**src/rtl/ro_freq_counter_pkg.sv**
```systemverilog
// Shared types and default constants for the ring-oscillator frequency counter.
package ro_pkg;

  typedef enum logic [1:0] {
    IDLE    = 2'd0,
    WARMUP  = 2'd1,
    MEASURE = 2'd2,
    DONE    = 2'd3
  } ro_state_e;

  localparam int unsigned RO_SETTLE_DEF = 32'd8;
  localparam int unsigned RO_WINDOW_DEF = 32'd1024;
  localparam int unsigned RO_CNT_W_DEF  = 32'd16;
  localparam int unsigned RO_STAGES     = 32'd19;

endpackage

```
**src/rtl/ro_freq_counter_if.sv**
```systemverilog
// Result handshake bundle of the frequency counter; RO_SNAPSHOT_EN adds the
// stage-buffer snapshot alongside the count.
interface ro_freq_counter_if #(
  parameter int unsigned CNT_W = 16
);
  import ro_pkg::*;

  logic             result_valid;
  logic             result_ready;
  logic [CNT_W-1:0] result_count;
  logic             result_ovf;
`ifdef RO_SNAPSHOT_EN
  logic [RO_STAGES-1:0] result_snapshot;

  modport master (output result_valid, result_count, result_ovf, result_snapshot, input result_ready);
  modport slave  (input result_valid, result_count, result_ovf, result_snapshot, output result_ready);
`else
  modport master (output result_valid, result_count, result_ovf, input result_ready);
  modport slave  (input result_valid, result_count, result_ovf, output result_ready);
`endif

endinterface

```
**src/rtl/ro_sync_edge.sv**
```systemverilog
// Two-flop synchronizer for the oscillator output plus a delay flop that
// turns each synchronized rising edge into a one-cycle pulse.
module ro_sync_edge (
  input  logic clk,
  input  logic rst_n,
  input  logic async_in,
  output logic rise
);

  logic s1_r;
  logic s2_r;
  logic s3_r;

  // Synchronizer and delay chain, running in every state
  always_ff @(posedge clk or negedge rst_n) begin
    if (!rst_n) begin
      s1_r <= 1'b0;
      s2_r <= 1'b0;
      s3_r <= 1'b0;
    end else begin
      s1_r <= async_in;
      s2_r <= s1_r;
      s3_r <= s2_r;
    end
  end

  assign rise = s2_r & ~s3_r;

endmodule

```
**src/rtl/ro_freq_counter.sv**
```systemverilog
// Ring-oscillator frequency counter: settle, gate a fixed window, return the
// edge count over a valid/ready handshake. Optional macro: RO_SNAPSHOT_EN.
module ro_freq_counter
  import ro_pkg::*;
#(
  parameter int unsigned SETTLE_CYCLES = RO_SETTLE_DEF,
  parameter int unsigned WINDOW_CYCLES = RO_WINDOW_DEF,
  parameter int unsigned CNT_W         = RO_CNT_W_DEF,
  parameter int unsigned TMR_W         = 16
) (
  input  logic clk,
  input  logic rst_n,
  input  logic start,
  input  logic abort,
  input  logic ro_out,
  output logic ro_activate,
  output logic busy,
`ifdef RO_SNAPSHOT_EN
  input  logic [RO_STAGES-1:0] stage_buf,
`endif
  ro_freq_counter_if.master res
);

  localparam logic [TMR_W-1:0] SETTLE_LOAD = TMR_W'(SETTLE_CYCLES - 32'd1);
  localparam logic [TMR_W-1:0] WINDOW_LOAD = TMR_W'(WINDOW_CYCLES - 32'd1);
  localparam logic [CNT_W-1:0] CNT_MAX     = {CNT_W{1'b1}};

  ro_state_e        state_r, state_nx_s;
  logic [TMR_W-1:0] timer_r, timer_nx_s;
  logic [CNT_W-1:0] cnt_r, cnt_nx_s;
  logic             ovf_r, ovf_nx_s;
  logic             edge_s;
  logic             ro_activate_r, busy_r, valid_r, res_ovf_r;
  logic [CNT_W-1:0] res_count_r;
`ifdef RO_SNAPSHOT_EN
  logic [RO_STAGES-1:0] snap_r;
`endif

  ro_sync_edge u_sync (
    .clk      (clk),
    .rst_n    (rst_n),
    .async_in (ro_out),
    .rise     (edge_s)
  );

  // Next-state, timer and edge-counter logic
  always_comb begin
    state_nx_s = state_r;
    timer_nx_s = timer_r;
    cnt_nx_s   = cnt_r;
    ovf_nx_s   = ovf_r;
    case (state_r)
      IDLE: begin
        if (start) begin
          state_nx_s = WARMUP;
          timer_nx_s = SETTLE_LOAD;
          cnt_nx_s   = {CNT_W{1'b0}};
          ovf_nx_s   = 1'b0;
        end else begin
          state_nx_s = IDLE;
        end
      end
      WARMUP: begin
        if (abort) begin
          state_nx_s = IDLE;
        end else if (timer_r == {TMR_W{1'b0}}) begin
          state_nx_s = MEASURE;
          timer_nx_s = WINDOW_LOAD;
        end else begin
          timer_nx_s = timer_r - TMR_W'(1);
        end
      end
      MEASURE: begin
        // The expiry cycle's edge is still counted; abort overrides expiry
        if (edge_s && (cnt_r == CNT_MAX)) begin
          ovf_nx_s = 1'b1;
        end else if (edge_s) begin
          cnt_nx_s = cnt_r + CNT_W'(1);
        end else begin
          cnt_nx_s = cnt_r;
        end
        if (abort) begin
          state_nx_s = IDLE;
        end else if (timer_r == {TMR_W{1'b0}}) begin
          state_nx_s = DONE;
        end else begin
          timer_nx_s = timer_r - TMR_W'(1);
        end
      end
      DONE: begin
        if (res.result_ready) begin
          state_nx_s = IDLE;
        end else begin
          state_nx_s = DONE;
        end
      end
      default: state_nx_s = IDLE;
    endcase
  end

  // State, timer and counter registers
  always_ff @(posedge clk or negedge rst_n) begin
    if (!rst_n) begin
      state_r <= IDLE;
      timer_r <= {TMR_W{1'b0}};
      cnt_r   <= {CNT_W{1'b0}};
      ovf_r   <= 1'b0;
    end else begin
      state_r <= state_nx_s;
      timer_r <= timer_nx_s;
      cnt_r   <= cnt_nx_s;
      ovf_r   <= ovf_nx_s;
    end
  end

  // Registered outputs, derived from the state being entered
  always_ff @(posedge clk or negedge rst_n) begin
    if (!rst_n) begin
      ro_activate_r <= 1'b0;
      busy_r        <= 1'b0;
      valid_r       <= 1'b0;
      res_count_r   <= {CNT_W{1'b0}};
      res_ovf_r     <= 1'b0;
`ifdef RO_SNAPSHOT_EN
      snap_r        <= {RO_STAGES{1'b0}};
`endif
    end else begin
      ro_activate_r <= (state_nx_s == WARMUP) || (state_nx_s == MEASURE);
      busy_r        <= (state_nx_s != IDLE);
      valid_r       <= (state_nx_s == DONE);
      if ((state_r == MEASURE) && (state_nx_s == DONE)) begin
        res_count_r <= cnt_nx_s;
        res_ovf_r   <= ovf_nx_s;
`ifdef RO_SNAPSHOT_EN
        snap_r      <= stage_buf;
`endif
      end
    end
  end

  assign ro_activate      = ro_activate_r;
  assign busy             = busy_r;
  assign res.result_valid = valid_r;
  assign res.result_count = res_count_r;
  assign res.result_ovf   = res_ovf_r;
`ifdef RO_SNAPSHOT_EN
  assign res.result_snapshot = snap_r;
`endif

endmodule

```
**src/flat_wrapper.sv**
```systemverilog
// flat-port wrapper written by rule: the top's interface ports become plain ports
module ro_freq_counter_flat import ro_pkg::*;
#(
  parameter int unsigned SETTLE_CYCLES = RO_SETTLE_DEF,
  parameter int unsigned WINDOW_CYCLES = RO_WINDOW_DEF,
  parameter int unsigned CNT_W         = RO_CNT_W_DEF,
  parameter int unsigned TMR_W         = 16
)
  (clk, rst_n, start, abort, ro_out, ro_activate, busy, res_result_valid, res_result_count, res_result_ovf, res_result_ready);
  ro_freq_counter_if #(.CNT_W(CNT_W)) res_i ();
  input  logic clk;
  input  logic rst_n;
  input  logic start;
  input  logic abort;
  input  logic ro_out;
  output logic ro_activate;
  output logic busy;
  output wire logic [$bits(res_i.result_valid)-1:0] res_result_valid;
  output wire logic [$bits(res_i.result_count)-1:0] res_result_count;
  output wire logic [$bits(res_i.result_ovf)-1:0] res_result_ovf;
  input wire logic [$bits(res_i.result_ready)-1:0] res_result_ready;
  assign res_result_valid = res_i.result_valid;
  assign res_result_count = res_i.result_count;
  assign res_result_ovf = res_i.result_ovf;
  assign res_i.result_ready = res_result_ready;
  ro_freq_counter #(.SETTLE_CYCLES(SETTLE_CYCLES), .WINDOW_CYCLES(WINDOW_CYCLES), .CNT_W(CNT_W), .TMR_W(TMR_W)) u_core (.clk(clk), .rst_n(rst_n), .start(start), .abort(abort), .ro_out(ro_out), .ro_activate(ro_activate), .busy(busy), .res(res_i));
endmodule
```
**config.mk**
```make
export PLATFORM = sky130hd
export DESIGN_NAME = ro_freq_counter_flat
export DESIGN_NICKNAME = d
export VERILOG_FILES = /design/src/rtl/ro_freq_counter_pkg.sv /design/src/rtl/ro_freq_counter_if.sv /design/src/rtl/ro_sync_edge.sv /design/src/rtl/ro_freq_counter.sv /design/src/flat_wrapper.sv
export SDC_FILE = /design/constraint.sdc
export NUM_CORES = 1
export LEC_CHECK = 0
export ABC_AREA = 1
export ABC_CLOCK_PERIOD_IN_PS = 3600
export CAP_MARGIN = 0
export CORE_MARGIN = 5
export CORE_UTILIZATION = 40
export DETAILED_ROUTE_END_ITERATION = 16
export MAX_ROUTING_LAYER = met4
export PLACE_DENSITY = 0.56
export SYNTH_ARGS = -nofsm -noshare
export SYNTH_HDL_FRONTEND = slang
export SYNTH_HIERARCHICAL = 1
export SYNTH_SLANG_ARGS = --single-unit
```
**constraint.sdc**
```tcl
create_clock -name clk -period 3.6 [get_ports clk]
set_input_delay 0.36 -clock clk [delete_from_list [all_inputs] [get_ports clk]]
set_output_delay 0.36 -clock clk [all_outputs]
set_load 0.03 [all_outputs]
```
======== Yosys cells after proc, flatten, opt, wreduce, memory -nomap -nowiden ========
Index checks and enable logic that the tools add are counted.
storage, ports and cells
  flip-flop bits (word level) ............. 58
  input port bits ......................... 6
  output and inout bits ................... 20
  word-level logic and storage cells ...... 55
operators by class
  $add $sub $neg .......................... 2
  eq/ne operators ......................... 11
  mux-type cells .......................... 20
  bitwise gates (word level) .............. 2
  reductions and logical operators ........ 8
operators by type and width
  cell                                                count
  two-way mux 16 bit                                  8
  one-hot mux 16 bit (3 select lines)                 1
  one-hot mux 16 bit (2 select lines)                 1
  adder 16 x 1 -> 16 bit, second input constant       1
  == test 16 bit, second input constant               1
  logical NOT 16 bit                                  1
  subtractor 16 x 1 -> 16 bit, second input constant  1
  two-way mux 2 bit                                   5
  == test 2 bit, second input constant                4
  inequality test 2 bit, second input constant        4
  one-hot mux 2 bit (4 select lines)                  1
  AND reduction 5 bit                                 1
  == test 2 x 1 -> 1 bit, second input constant       2
  two-way mux 1 bit                                   3
  nonzero test 3 bit                                  1
  logical AND 1 bit                                   2
  logical NOT 2 bit                                   1
  one-hot mux 1 bit (2 select lines)                  1
  nonzero test 2 bit                                  1
  AND 1 bit                                           1
  logical OR 1 bit                                    1
  inverter 1 bit                                      1

======== Logic depth before layout (Yosys ltp) ========
Gate-level depths: netlist of the first run.
  depth in word-level cells ............... 6
  gate-level depth with buffers ........... 14
  depth with buffers taken out ............ 13

======== By module ========
Netlist of the first run, hierarchy kept.
by module, submodules not included
  module           times used  cells each  area each (um^2)  seq. area each (um^2)
  ro_freq_counter  1           464         3,229.3           1,376.3
  ro_sync_edge     1           5           85.1              75.1

======== Least setup slack after synthesis of the first run ========
Ideal clock, no wire load.
  path kind ............................... register to register
  start ................................... register u_core.timer_r[11]
  end ..................................... register u_core.res_count_r[12], in the netlist u_core/res.result_count[12]
  setup time .............................. 118 ps
  data arrival time ....................... 2,135 ps
  required time ........................... 3,482 ps
  path slack .............................. 1,347 ps
  stages on the path, launching flop included .. 14
  path buffers ............................ 1
  period minus slack after synthesis ...... 2,253 ps
  cells stage by stage .................... dfrtp_1 -> nor2_1 -> nand2_1 -> nor3_1 -> and2_1 -> o21ai_0 -> nand2_1 -> a21oi_1 -> ha_1 -> nand2_1 -> clkinv_1 -> clkbuf_1 -> nand3_1 -> nand2_1
on the way
  longest elaborated chain between the ends .. 6
RTL lines
  item                                  line                                          source
  start, declared                       ro_freq_counter.sv:29                         logic [TMR_W-1:0] timer_r, timer_nx_s;
  start signal, assigned                ro_freq_counter.sv:105                        timer_r <= {TMR_W{1'b0}};
  start signal, assigned                ro_freq_counter.sv:110                        timer_r <= timer_nx_s;
  logical NOT 16 bit *                  ro_freq_counter.sv:66, ro_freq_counter.sv:84
  two-way mux 2 bit (on tied branches)  ro_freq_counter.sv:84, ro_freq_counter.sv:66
  two-way mux 2 bit (on tied branches)  ro_freq_counter.sv:82, ro_freq_counter.sv:64
  one-hot mux 2 bit (4 select lines) *  ro_freq_counter.sv:52                         case (state_r)
  net u_core.state_nx_s[0]              ro_freq_counter.sv:28                         ro_state_e state_r, state_nx_s;
  == test 2 bit *                       ro_freq_counter.sv:131                        if ((state_r == MEASURE) && (state_nx_s == DONE)) begin
  logical AND 1 bit *                   ro_freq_counter.sv:131
  end signal, assigned                  ro_freq_counter.sv:122                        res_count_r <= {CNT_W{1'b0}};
  end signal, assigned                  ro_freq_counter.sv:132                        res_count_r <= cnt_nx_s;
  end, declared                         ro_freq_counter.sv:34                         logic [CNT_W-1:0] res_count_r;
Mark *: on every way through the listed nets, which the timed path passes. The rest lies on a longest branch.
A chain may end at the register's enable or synchronous reset.

======== Final worst setup path of the first run ========
  start ................................... register u_core.timer_r[11]
  end ..................................... register u_core.res_ovf_r, in the netlist u_core/res.result_ovf
on the way
  longest elaborated chain between the ends .. 6
RTL lines
  item                                  line                                          source
  logical NOT 16 bit *                  ro_freq_counter.sv:66, ro_freq_counter.sv:84
  two-way mux 2 bit (on tied branches)  ro_freq_counter.sv:84, ro_freq_counter.sv:66
  two-way mux 2 bit (on tied branches)  ro_freq_counter.sv:82, ro_freq_counter.sv:64
  one-hot mux 2 bit (4 select lines) *  ro_freq_counter.sv:52
  net u_core.state_nx_s[0]              ro_freq_counter.sv:28
  == test 2 bit *                       ro_freq_counter.sv:131
  logical AND 1 bit *                   ro_freq_counter.sv:131
  end signal, assigned                  ro_freq_counter.sv:133                        res_ovf_r <= ovf_nx_s;
  end, declared                         ro_freq_counter.sv:33                         logic ro_activate_r, busy_r, valid_r, res_ovf_r;
Marks and branches as above.

==> metrics list, run 1 <==
* Critical register-to-register path endpoint: u_core/res.result_ovf
* Initial DRC count: 195
* Sequential share of power: 0.385
* Final slew viol count: 0
- The share of total power dissipated in the clock network is 0.326.
- The number of global-route vias before repair came to roughly 2,800.
- Vias after detailed routing: between 2,000 and 3,000
- Data required time at the worst endpoint: ~3.8 ns
* Commonest register cell after synthesis: dfrtp_1
* Net count of the mapped netlist: ~480
* Vias/cell: between 4 and 5
* DRT Wirelength: roughly 8000 microns
* Leakage dissipation: approximately 0.002 uW
- Top-Level Pins: 26
* Routed len/inst: approximately 13 microns
- Minimum setup slack after placement: 0.715 ns
- Endpoint class of the critical path: flop
- Maximum number of pins on one net before global-route repair: 37
- Global routing usage on met2: 0.235
- Fraction of power consumed by combinational cells: 0.289
- Setup violations remaining at the end of the flow were counted as 0.
* Number of resized instances in the post-cts repair step: 0
- The die is between 100 and 150 microns tall.
- Sequential share of the synthesized area: 0.438
- Minimum clock period: a little under 3 ns
- Buffers added to address setup during post-CTS repair amount to 0.
* Number of rows in the core area: 33
- FFs w/ async S/R, synth: 1.00
* EDFF count, synth: 0
- The count of endpoints failing hold in the final timing report came to 0.
- In the final design database the tool counted a little over 500 nets.
* Crit-path cells: nor2_1 > nand2_1 > nor3_1 > and2_1 > o21ai_0 > nand2_1 > a21oi_1 > ha_1 > nand2_1 > buf_4 > clkinv_1 > nor2_1 > a31oi_1
- DR pass1 iterations: 5
* Average cell area after synthesis: 7.07 sq um
- The repair_antennas step left the layout with diodes totalling 0.
- In the final layout, the share of cells above drive strength 1 is 0.0516.
- Netlist area before placement: ~3300 sq um
* Outcome: finished, final reports clean
- Synthesis produced a netlist whose cell count is 469.
- The worst-case IR drop observed on VDD is ~160 uV.
* Critical path launch point: u_core/timer_r[11]
- Wire length of the first global-routing pass: 13,700 microns
- Clock-pin slew was measured on the worst setup and hold paths at around 0.060 ns.
* Leading cell types by total area after synthesis: dfrtp_1 (44%), nand2_1 (18%), inv_1 (6.8%)
- After global routing, the most crowded layer is met1.
- The number of hold buffers added after CTS was 0.
- CTS tree: built
* Endpoint arrival time on the critical path: 3.06 ns
- Clock skew: approximately 0.0082 ns
- Among all stages on the critical path, the largest delay is contributed by clkinv_1.
* Met1 capacity usage during global routing: 0.260
- Maximum clock frequency: between 300 and 400 MHz
- The critical path in this run is classified as flop to flop.
- The die is 101 microns wide.
* Final critical-path share of the clock period: 0.800
* RR Startpoint: u_core/timer_r[11]
- Count of buffers inserted at the top-level ports: 25
- In this run the register-to-register setup slack is 0.72 ns.
- In this run the remaining antenna-violating nets after routing total 0.
* Register bit count reported by yosys: slightly below 60
- Area share of the largest cell type after synthesis: 0.438
- Longest Clk Path Bufs: 2
- Net Sw Power: about 660 uW
- In the global route stage, overall resource usage came out at 0.177.
* Worst slew margin relative to its limit: 0.449
- Category of the worst setup path launch point: flop
* Final GP Congestion: 0.928
- The cell that appears most often on the critical path is nand2_1.
* DIE AREA: about 10,000 sq um
- Power per Cell Area: ~490 nW/um^2
- For this run the aggregate overflow at the end of global routing stands at 0.
- Setup_tns: 0 ns
- Stage delay of the slowest cell on the critical path: about 0.48 ns
* Root Driver: clkbuf_8
- Of the total power, the share spent switching nets is 0.348.
* Dominant cell type by area after synthesis: dfrtp_1
* Logic depth of the worst register-to-register path: 13
- For this run, global-route usage on met3 was measured as 0.0457.
- Counting the buffers created by CTS gives 9.
- Along the worst path, the maximum fanout reaches 18.
- For this design, the sink count on the clock tree is 58.
- Sorting the synthesized cells by how often they occur yields nand2_1 (161), inv_1 (60), dfrtp_1 (58), nor2_1 (58), nand3_1 (39).
- CORE AREA: between 8000 and 9000 sq um
- Clock latency on the worst-skew pair, taken at its later pin, is 0.34 ns.
- For the pin with the worst max-slew slack, the measured transition is slightly above 0.8 ns.
- During synthesis, Yosys emitted a total of 6 warnings.
- Min-Delay Path Class: input pin to asynchronous set/reset pin
- The initial antenna violation count is 0.
- Utilization after layout: 0.476
* Most common cell in the netlist: nand2_1
- Unrepaired setup endpoints after global routing: false
- Synth-to-Final Area Change: 16.9%
* Internal power consumption: ~1200 uW
- Synth unique cells: 31
- CTS built an H-tree with a depth of 3.
- The HPWL after detailed placement is approximately 6000 microns.
- For this configuration, the core starts out at a cell density of 0.407.
* Count of maximum capacitance violations: 0
- For this run, design rule violations remaining after detail routing come to 0.
- Final setup slack of the worst path: 0.719 ns
==> metal layers <==
metal  routed length [microns]  part of all wire
met1                      4250              0.53
met2                      3280              0.41
met3                       389             0.048
met4                       121             0.015
met5                         0                 0
==> flip-flops by register name (all words and copies together), names as in the netlist, 2 cells and up <==
register,count
u_core/cnt_r,16
u_core/res.result_count,16
u_core/state_r,2
u_core/timer_r,16
==> cell families (layout without fill, tap and decap cells) <==
| logic type | count (synthesis) | after routing | synth area share |
|---|---|---|---|
| simple gates | 287 | 287 | 0.364 |
| buf+inv | 71 | 106 | 0.0846 |
| xor+xnor | 4 | 4 | 0.0106 |
| fa+ha+maj | 9 | 9 | 0.0340 |
| compound gates | 40 | 40 | 0.0691 |
| flops | 58 | 58 | 0.438 |
==> area by class of cell <==
| type | instances | area, sq um |
|---|---|---|
| sequential | 58 | 1450 |
| clock buffer | 13 | 169 |
| tap | 105 | 131 |
| inverter | 63 | 236 |
| fill | 827 | 4260 |
| timing repair buffer | 28 | 268 |
| multi-input combinational | 340 | 1580 |
| clock inverter | 2 | 35.0 |
==> worst max-delay path, delay by kind of cell, from the launching register on <==
family	cells	cell delay, ns
flip-flops	1	0.42
adder cells (fa/ha/maj)	1	0.25
AND/OR/NAND/NOR	7	1.10
AO/OA/AOI/OAI	3	0.26
buffers and inverters	2	0.72
==> power groups by stage <==
stage	combinational, uW	clock [uW]	sequential, uW
floorplan	391	0	762
global placement	548	0	746
detailed placement	551	0	746
CTS	553	639	735
global route	627	672	742
finish	551	623	735
==> per-stage QoR <==
stage          instance area, sq um  power (uW)  std cells  hold WS (ns)
2_1_floorplan                  3310        1150        469        0.0644
3_3_place_gp                   3670        1290        594         0.332
3_5_place_dp                   3670        1300        594         0.348
4_1_cts                        3870        1930        609         0.145
5_1_grt                        3870        2040        609         0.189
6_report                       3870        1910        609         0.122
==> worst max-delay path by stage <==
stage,endpoint,slack (ns)
after floorplan,u_core/res.result_count[12],1.35
after global placement,u_core/res.result_count[3],0.80
after detailed placement,u_core/res.result_count[11],0.71
after CTS,u_core/res.result_count[12],0.71
after global routing,u_core/res.result_ovf,0.36
final,u_core/res.result_ovf,0.72
==> placed cells by master (no fill, tap or decap), drive strengths merged <==
cell,n
nor3,6
nor4,2
o211ai,1
o22ai,1
nand3,39
inv,62
or2,1
and2,7
ha,9
o21ai,22
xnor2,2
clkinv,2
a21oi,9
nor2,61
dfrtp,58
a31oi,4
nand2,162
clkdlybuf4s50,24
o21bai,2
buf,4
a211oi,1
nand4,9
xor2,2
clkbuf,13
bufinv,1
No activity file was read; power rests on OpenSTA's default activity.
==> run 2: changes to the inputs <==
--- a/config.mk
+++ b/config.mk
@@ -6,7 +6,7 @@
 export NUM_CORES = 1
 export LEC_CHECK = 0
 export ABC_AREA = 1
-export ABC_CLOCK_PERIOD_IN_PS = 3600
+export ABC_CLOCK_PERIOD_IN_PS = 3000
 export CAP_MARGIN = 0
 export CORE_MARGIN = 5
 export CORE_UTILIZATION = 40
==> constraint.sdc (replaced) <==
create_clock -name clk -period 3 [get_ports clk]
set_input_delay 0.3 -clock clk [delete_from_list [all_inputs] [get_ports clk]]
set_output_delay 0.3 -clock clk [all_outputs]
set_load 0.03 [all_outputs]
==> run 2 against run 1 <==
Net effect:
- final cell count up 0.49%
- first-iteration DRC count up 0.51%
- die area unchanged
- critical path type unchanged
- worst setup slack worse by 0.21 ns
- sequential power up 20%
- sequential share of layout area down 0.65 points
- critical endpoint is now u_core/res.result_count[11]
- non-clock buffer count up 2
- power up 30%
- critical path depth down 3
- wire length up 2.1%
==> metrics list, run 2 (synthesis results as in run 1) <==
- In this run the clock root is driven by a clkbuf_8.
- The library cell used most frequently in the layout, excluding fill and tap cells, is nand2_1.
- The largest driver fanout on the critical path is 17 (-1).
- Critical register-to-register path endpoint: u_core/res.result_count[11]
- Vias in the first global route: 2,842 (+0.32%)
- Clk Latency, worst-skew pair: 0.34 ns (about the same)
- Vias/cell: 4.91 (+0.92%)
- Top-Level Pins: 26 (unchanged)
- Clock skew: 0.0110 ns (+0.00279 ns)
- Detailed Place HPWL: 5880 microns (-0.39%)
- Final critical-path share of the clock period: 0.829 (+0.0289)
* Chip Height: 101 microns (unchanged)
- The layout net count was 517 (+0.39%).
* Commonest non-fill, non-tap cells in the layout: nand2_1 (161), inv_1 (60), nor2_1 (58), dfrtp_1 (58), nand3_1 (39)
- The worst hold path was traced through 0 stages.
- The final number of setup-violating endpoints came to 0 (unchanged).
* Clock transition at the registers of the reported paths: 0.06 ns (about the same)
* Category of the worst setup path launch point: flop
- Hold violation total from the final report: 0 (unchanged)
- TritonCTS built the clock tree.
* GRT overflow: 0 (unchanged)
- Logic depth of the worst register-to-register path: 10 (-3)
* Number of rows in the core area: 33 (unchanged)
- The number of filler instances in the final layout came to 811 (-1.9%).
- The fraction of layout cells with a size suffix above 1 was 0.0592 (+0.00758).
* Minimum setup slack after placement: 0.378 ns (-0.337 ns)
- The width of the die is 101 microns (unchanged).
* Routed len/inst: 13.4 microns (+1.6%)
* Count of maximum capacitance violations: 0 (unchanged)
- The core region area is 8130 sq um (unchanged).
- Global-route usage over all layers: 0.180 (+0.00280)
* Startpoint of the most critical hold path: u_core/u_sync/s1_r
- Starting utilization of the core area: 0.407 (unchanged)
- In this run the critical register-to-register path is launched from u_core/state_r[0].
- The relative slew slack was 0.610 (+0.161).
- The maximum clock frequency came to 402 MHz (+16%).
* Vias after detailed routing: 3,007 (+1.4%)
- The pin slew with the least headroom to its limit was 0.583 ns (-0.244 ns).
- Final slew viol count: 0 (unchanged)
* Initial antenna violation count: 0 (unchanged)
- The data required time of the critical path came to 3.22 ns (-0.56 ns).
- The maximum number of pins on one net before global-route repair was 38 (+2.7%).
* Longest Clk Path Bufs: 2 (unchanged)
- The clock sink total came to 58 (unchanged).
* H-tree level count: 3 (unchanged)
- Remaining design rule violation count: 0 (unchanged)
- The number of antenna diodes is 0 (unchanged).
* Power per Cell Area: 627 nW/um^2 (+27%)
- The maximum VDD drop came to 260 uV (+67%).
* Leakage dissipation: 0.00202 uW (+1.5%)
- Minimum clock period: 2.49 ns (-0.393 ns)
- The final worst slack is 0.512 ns (-0.207 ns).
- The iteration count of the initial detailed-routing pass came to 5 (unchanged).
- In this run the worst hold path is classified as flop to flop.
- Endpoint class of the critical path: flop
* Hold-critical path endpoint: u_core/u_sync/s2_r
- The wire length of the first global-routing pass came to 14,000 microns (+1.6%).
- The total die area is 10,200 sq um (unchanged).
- The data arrival time of the worst path came to 2.70 ns (-0.36 ns).
* Crit path kind: flop to flop
- Synth-to-Final Area Change: 19.0%
* Slack of the worst reg-to-reg path: 0.51 ns (-0.21 ns)
- The DRC violation total after the first TritonRoute iteration is 196 (+0.51%).
- Count of buffers inserted at the top-level ports: 25 (unchanged)
- The run finished with clean final reports.
- The final hold slack was 0.370 ns (+0.248 ns).
- Num CTS Buffers: 9 (unchanged)
* Setup_tns: 0 ns (unchanged)
- The number of routed nets with antenna violations is 0 (unchanged).
* Unrepaired setup endpoints after global routing: false
- The last weighted congestion value of the routability-driven placer came to 0.898 (-3.3%).
* DRT Wirelength: 8210 microns (+2.1%)
run 2: cell type report:
cell class / instances / area, sq um / share of cell area
multi-input cells: 340 / 1580 / 0.401
well taps: 105 / 131 / 0.0333
clock inverters: 5 / 100 / 0.0254
flip-flops and latches: 58 / 1450 / 0.368
inverters: 63 / 240 / 0.0609
repair buffers: 30 / 285 / 0.0724
clock buffers: 11 / 151 / 0.0384
run 2: power by group:
part	total [uW]	internal [uW]	leakage, uW	switching (uW)
logic	669	207	0.00110	461
clock network	924	595	0.000129	329
registers	881	841	0.000787	40.6
total	2470	1640	0.00202	831
run 2: how the worst max path moves through the flow:
stage	startpoint	end	slack, ns	depth (start not counted)
finish	u_core/state_r[0]	u_core/res.result_count[11]	0.51	10
global route	u_core/timer_r[11]	u_core/res.result_count[11]	0.20	12
CTS	u_core/state_r[0]	u_core/res.result_count[11]	0.30	10
detailed placement	u_core/state_r[0]	u_core/res.result_count[13]	0.38	10
global placement	u_core/state_r[0]	u_core/res.result_count[12]	0.47	10
floorplan	u_core/timer_r[11]	u_core/res.result_count[12]	0.75	13
run 2: what timing repair did:
action,in CTS,in global routing
hold buffers,1,0
hold endpoints to repair,21,0
buffers inserted,0,0
gates resized for setup,0,1
endpoints found under the setup margin,0,2
run 2: worst max-delay path, cell delays in order, from the launching register on:
cell and delay, ns:
dfrtp_1 0.41, inv_1 0.11, ha_1 0.24, inv_1 0.07, nor2_1 0.45, a21oi_1 0.12
ha_1 0.24, nand2_1 0.12, clkinvlp_4 0.32, nand3_1 0.20, nand2_1 0.07
run 2: routing by layer:
layer  vias up  routed length, microns  global-route usage
met1      1398                    4360               0.256
met5         -                       0                   -
met4         0                      68              0.0552
met3         8                     362              0.0443
met2        58                    3420               0.250
li1       1543                       -                   -
run 2: through the flow:
stage / utilization / instances / cell area [sq um] / total power [uW]
after global routing: 0.485 / 612 / 3940 / 2630
final: 0.485 / 612 / 3940 / 2470
after detailed placement: 0.452 / 595 / 3680 / 1560
after global placement: 0.452 / 595 / 3680 / 1560
after CTS: 0.484 / 612 / 3940 / 2510
after floorplan: - / 469 / 3310 / 1380
==> run 3: changes to the inputs <==
--- a/config.mk
+++ b/config.mk
@@ -6,7 +6,7 @@
 export NUM_CORES = 1
 export LEC_CHECK = 0
 export ABC_AREA = 1
-export ABC_CLOCK_PERIOD_IN_PS = 3000
+export ABC_CLOCK_PERIOD_IN_PS = 2500
 export CAP_MARGIN = 0
 export CORE_MARGIN = 5
 export CORE_UTILIZATION = 40
==> constraint.sdc (replaced) <==
create_clock -name clk -period 2.5 [get_ports clk]
set_input_delay 0.25 -clock clk [delete_from_list [all_inputs] [get_ports clk]]
set_output_delay 0.25 -clock clk [all_outputs]
set_load 0.03 [all_outputs]
==> run 3 against run 2 <==
Net effect:
- register-to-register slack worse by 0.24 ns
- non-clock buffer count is 3 higher
- sequential share of layout area grew 0.19 points
- critical path depth grew 4
- clock power decreased by 13%
- core utilization down 0.25 points
- critical path type unchanged
- largest power group is now sequential cells
==> metrics list, run 3 (synthesis results as in run 1) <==
- Outcome: finished, final reports clean
* Root Driver: clkbuf_8
- Vias in the first global route: 2,841 (-0.035%)
- Starting utilization of the core area: 0.407 (unchanged)
- DIE AREA: 10,200 sq um (unchanged)
- The worst setup path is captured at a flop.
- The placement-stage worst setup slack was 0.150 ns (-0.228 ns).
- The maximum clock frequency was 449 MHz (+12%).
* DP Area: 3710 sq um (+0.95%)
- The pin slew with the least headroom to its limit is 0.500 ns (-0.0836 ns).
* Category of the worst setup path launch point: flop
- Count of buffers inserted at the top-level ports: 25 (unchanged)
* Num CTS Buffers: 9 (unchanged)
- Clock transition at the registers of the reported paths: 0.07 ns (about the same)
- Num Clock Sinks: 58 (unchanged)
- The overall overflow remaining after global route is 0 (unchanged).
* Vias after detailed routing: 3,002 (-0.17%)
* Commonest non-fill, non-tap cell in the layout: nand2_1
- Final setup slack of the worst path: 0.274 ns (-0.239 ns)
* DRT Wirelength: 7990 microns (-2.7%)
- Summed area of non-filler cells in the final layout: 3920 sq um (-0.51%)
- Slowest stage cell on the critical path: dfrtp_1
* Clk Latency, worst-skew pair: 0.33 ns (about the same)
* Fill cell count: 788 (-2.8%)
- The layout net count is 520 (+0.58%).
* CTS tree: built
* Peak VDD IR: 230 uV (-11%)
* Longest Clk Path Bufs: 2 (unchanged)
- Worst slew margin relative to its limit: 0.664 (+0.0541)
- Final GP Congestion: 0.913 (+1.6%)
* Maximum number of pins on one net before global-route repair: 59 (+55%)
- The count of endpoints failing hold in the final timing report is 0 (unchanged).
* Minimum clock period: 2.23 ns (-0.261 ns)
* CP Buf/Inv Count: 3 (unchanged)
- Width of the die: 101 microns (unchanged)
- Largest fanout of any net on the critical path: 17 (unchanged)
* Remaining design rule violation count: 0 (unchanged)
- The global-route usage over all layers is 0.172 (-0.00792).
- Endpoint arrival time on the critical path: 2.47 ns (-0.23 ns)
- Top-Level Pins: 26 (unchanged)
* # diodes: 0 (unchanged)
* Share of final-layout standard cells stronger than drive strength 1: 0.0667 (+0.00750)
- The area used by multi-input combinational logic came to 1600 sq um (+0.87%).
- Stage delay of the slowest cell on the critical path: 0.39 ns (-0.06 ns)
- Compared with the post-synthesis result, the final layout area differs by 18.3%.
- The post-route clock period utilization came to 0.891 (+0.0613).
- The data required time of the critical path was 2.75 ns (-0.47 ns).
- Register area: 1450 sq um (unchanged)
* Crit-path cells: inv_1 > ha_1 > nand2_1 > nor2_1 > nand3_2 > o21ai_0 > nand2_1 > a21oi_1 > ha_1 > nand2_1 > clkinv_1 > buf_6 > nor2_1 > a31oi_1
- The deepest level of the CTS H-tree is 3 (unchanged).
* Crit path kind: flop to flop
- Initial antenna violation count: 0 (unchanged)
- The number of slew-limit violations in the final report came to 0 (unchanged).
- The core region area was 8130 sq um (unchanged).
- Leakage dissipation: 0.00201 uW (-0.35%)
- The wire length of the first global-routing pass came to 13,600 microns (-2.6%).
- The number of violations of the max-capacitance limit came to 0 (unchanged).
- Clock skew: 0.00617 ns (-0.00481 ns)
* Chip Height: 101 microns (unchanged)
- Counting stages on the worst path, the most repeated cell is nand2_1.
- Routed len/inst: 13.0 microns (-3.2%)
* Detailed Place HPWL: 5700 microns (-3.2%)
* DR pass1 iterations: 4 (-1)
* Min-Delay Path Class: flop to flop
* Antenna viol nets, final: 0 (unchanged)
- The number of cell rows is 33 (unchanged).
- Cell type group with the largest total delay on the critical path: simple AND/OR/NAND/NOR gates
* Commonest non-fill, non-tap cells in the layout: nand2_1 (161), inv_1 (59), nor2_1 (58), dfrtp_1 (58), nand3_1 (38)
- Power per Cell Area: 684 nW/um^2 (+9.1%)
* Vias/cell: 4.88 (-0.65%)
- The final number of setup-violating endpoints was 0 (unchanged).
- The DRC violation total after the first TritonRoute iteration is 154 (-21%).
==> run 3: metal layers <==
| metal | track usage | wire, microns |
|---|---|---|
| met1 | 0.251 | 4180 |
| met2 | 0.235 | 3320 |
| met3 | 0.0422 | 411 |
| met4 | 0.0481 | 82 |
| met5 | - | 0 |
==> run 3: metrics by stage <==
step / utilization / std cells / power, uW / hold slack (ns) / TNS [ns]
floorplan: - / 469 / 1660 / -0.0456 / 0
global placement: 0.456 / 598 / 1880 / 0.282 / 0
detailed placement: 0.456 / 598 / 1880 / 0.283 / 0
CTS: 0.480 / 615 / 2710 / 0.353 / 0
global route: 0.482 / 615 / 2870 / 0.354 / -0.00162
finish: 0.482 / 615 / 2680 / 0.366 / 0
==> run 3: path summary, 6_finish.rpt <==
| kind | start | to | slack, ns | cells past startpoint |
|---|---|---|---|---|
| worst max-delay path | u_core/timer_r[0] | u_core/res.result_ovf | 0.27 | 14 |
| worst min-delay path | u_core/u_sync/s1_r | u_core/u_sync/s2_r | 0.37 | 0 |
| worst max register to register | u_core/timer_r[0] | u_core/res.result_ovf | 0.27 | 14 |
| worst min register to register | u_core/u_sync/s1_r | u_core/u_sync/s2_r | 0.37 | 0 |
| max in group asynchronous | rst_n | u_core/timer_r[13] | 1.75 | 3 |
| min in group asynchronous | rst_n | u_core/timer_r[1] | 0.45 | 3 |
==> run 3: layout make-up <==
cell class                 instances  share of cell area
multi-input combinational        340               0.407
tap                              105              0.0335
sequential                        58               0.370
clock inverter                     2             0.00255
inverter                          63              0.0603
timing repair buffer              33              0.0826
clock buffer                      14              0.0440
==> run 3: power breakdown <==
part / switching [uW] / total (uW) / leakage [uW] / internal [uW]
clock network: 364 / 803 / 0.0000965 / 439
logic: 563 / 824 / 0.00112 / 261
registers: 48.1 / 1060 / 0.000787 / 1010
==> run 3: worst register-to-register path, stage by stage (launching register included) <==
cell and delay [ns]:
dfrtp_1 0.39, inv_1 0.12, ha_1 0.19, nand2_1 0.06, nor2_1 0.16, nand3_2 0.14, o21ai_0 0.11, nand2_1 0.09
a21oi_1 0.17, ha_1 0.20, nand2_1 0.08, clkinv_1 0.07, buf_6 0.17, nor2_1 0.06, a31oi_1 0.13
==> run 3: what timing repair did <==
item / CTS / global route
endpoints found under the setup margin: 0 / 17
setup buffers: 0 / 0
gates resized for setup: 0 / 5
hold buffers: 1 / 0
endpoints found under the hold margin: 58 / 0
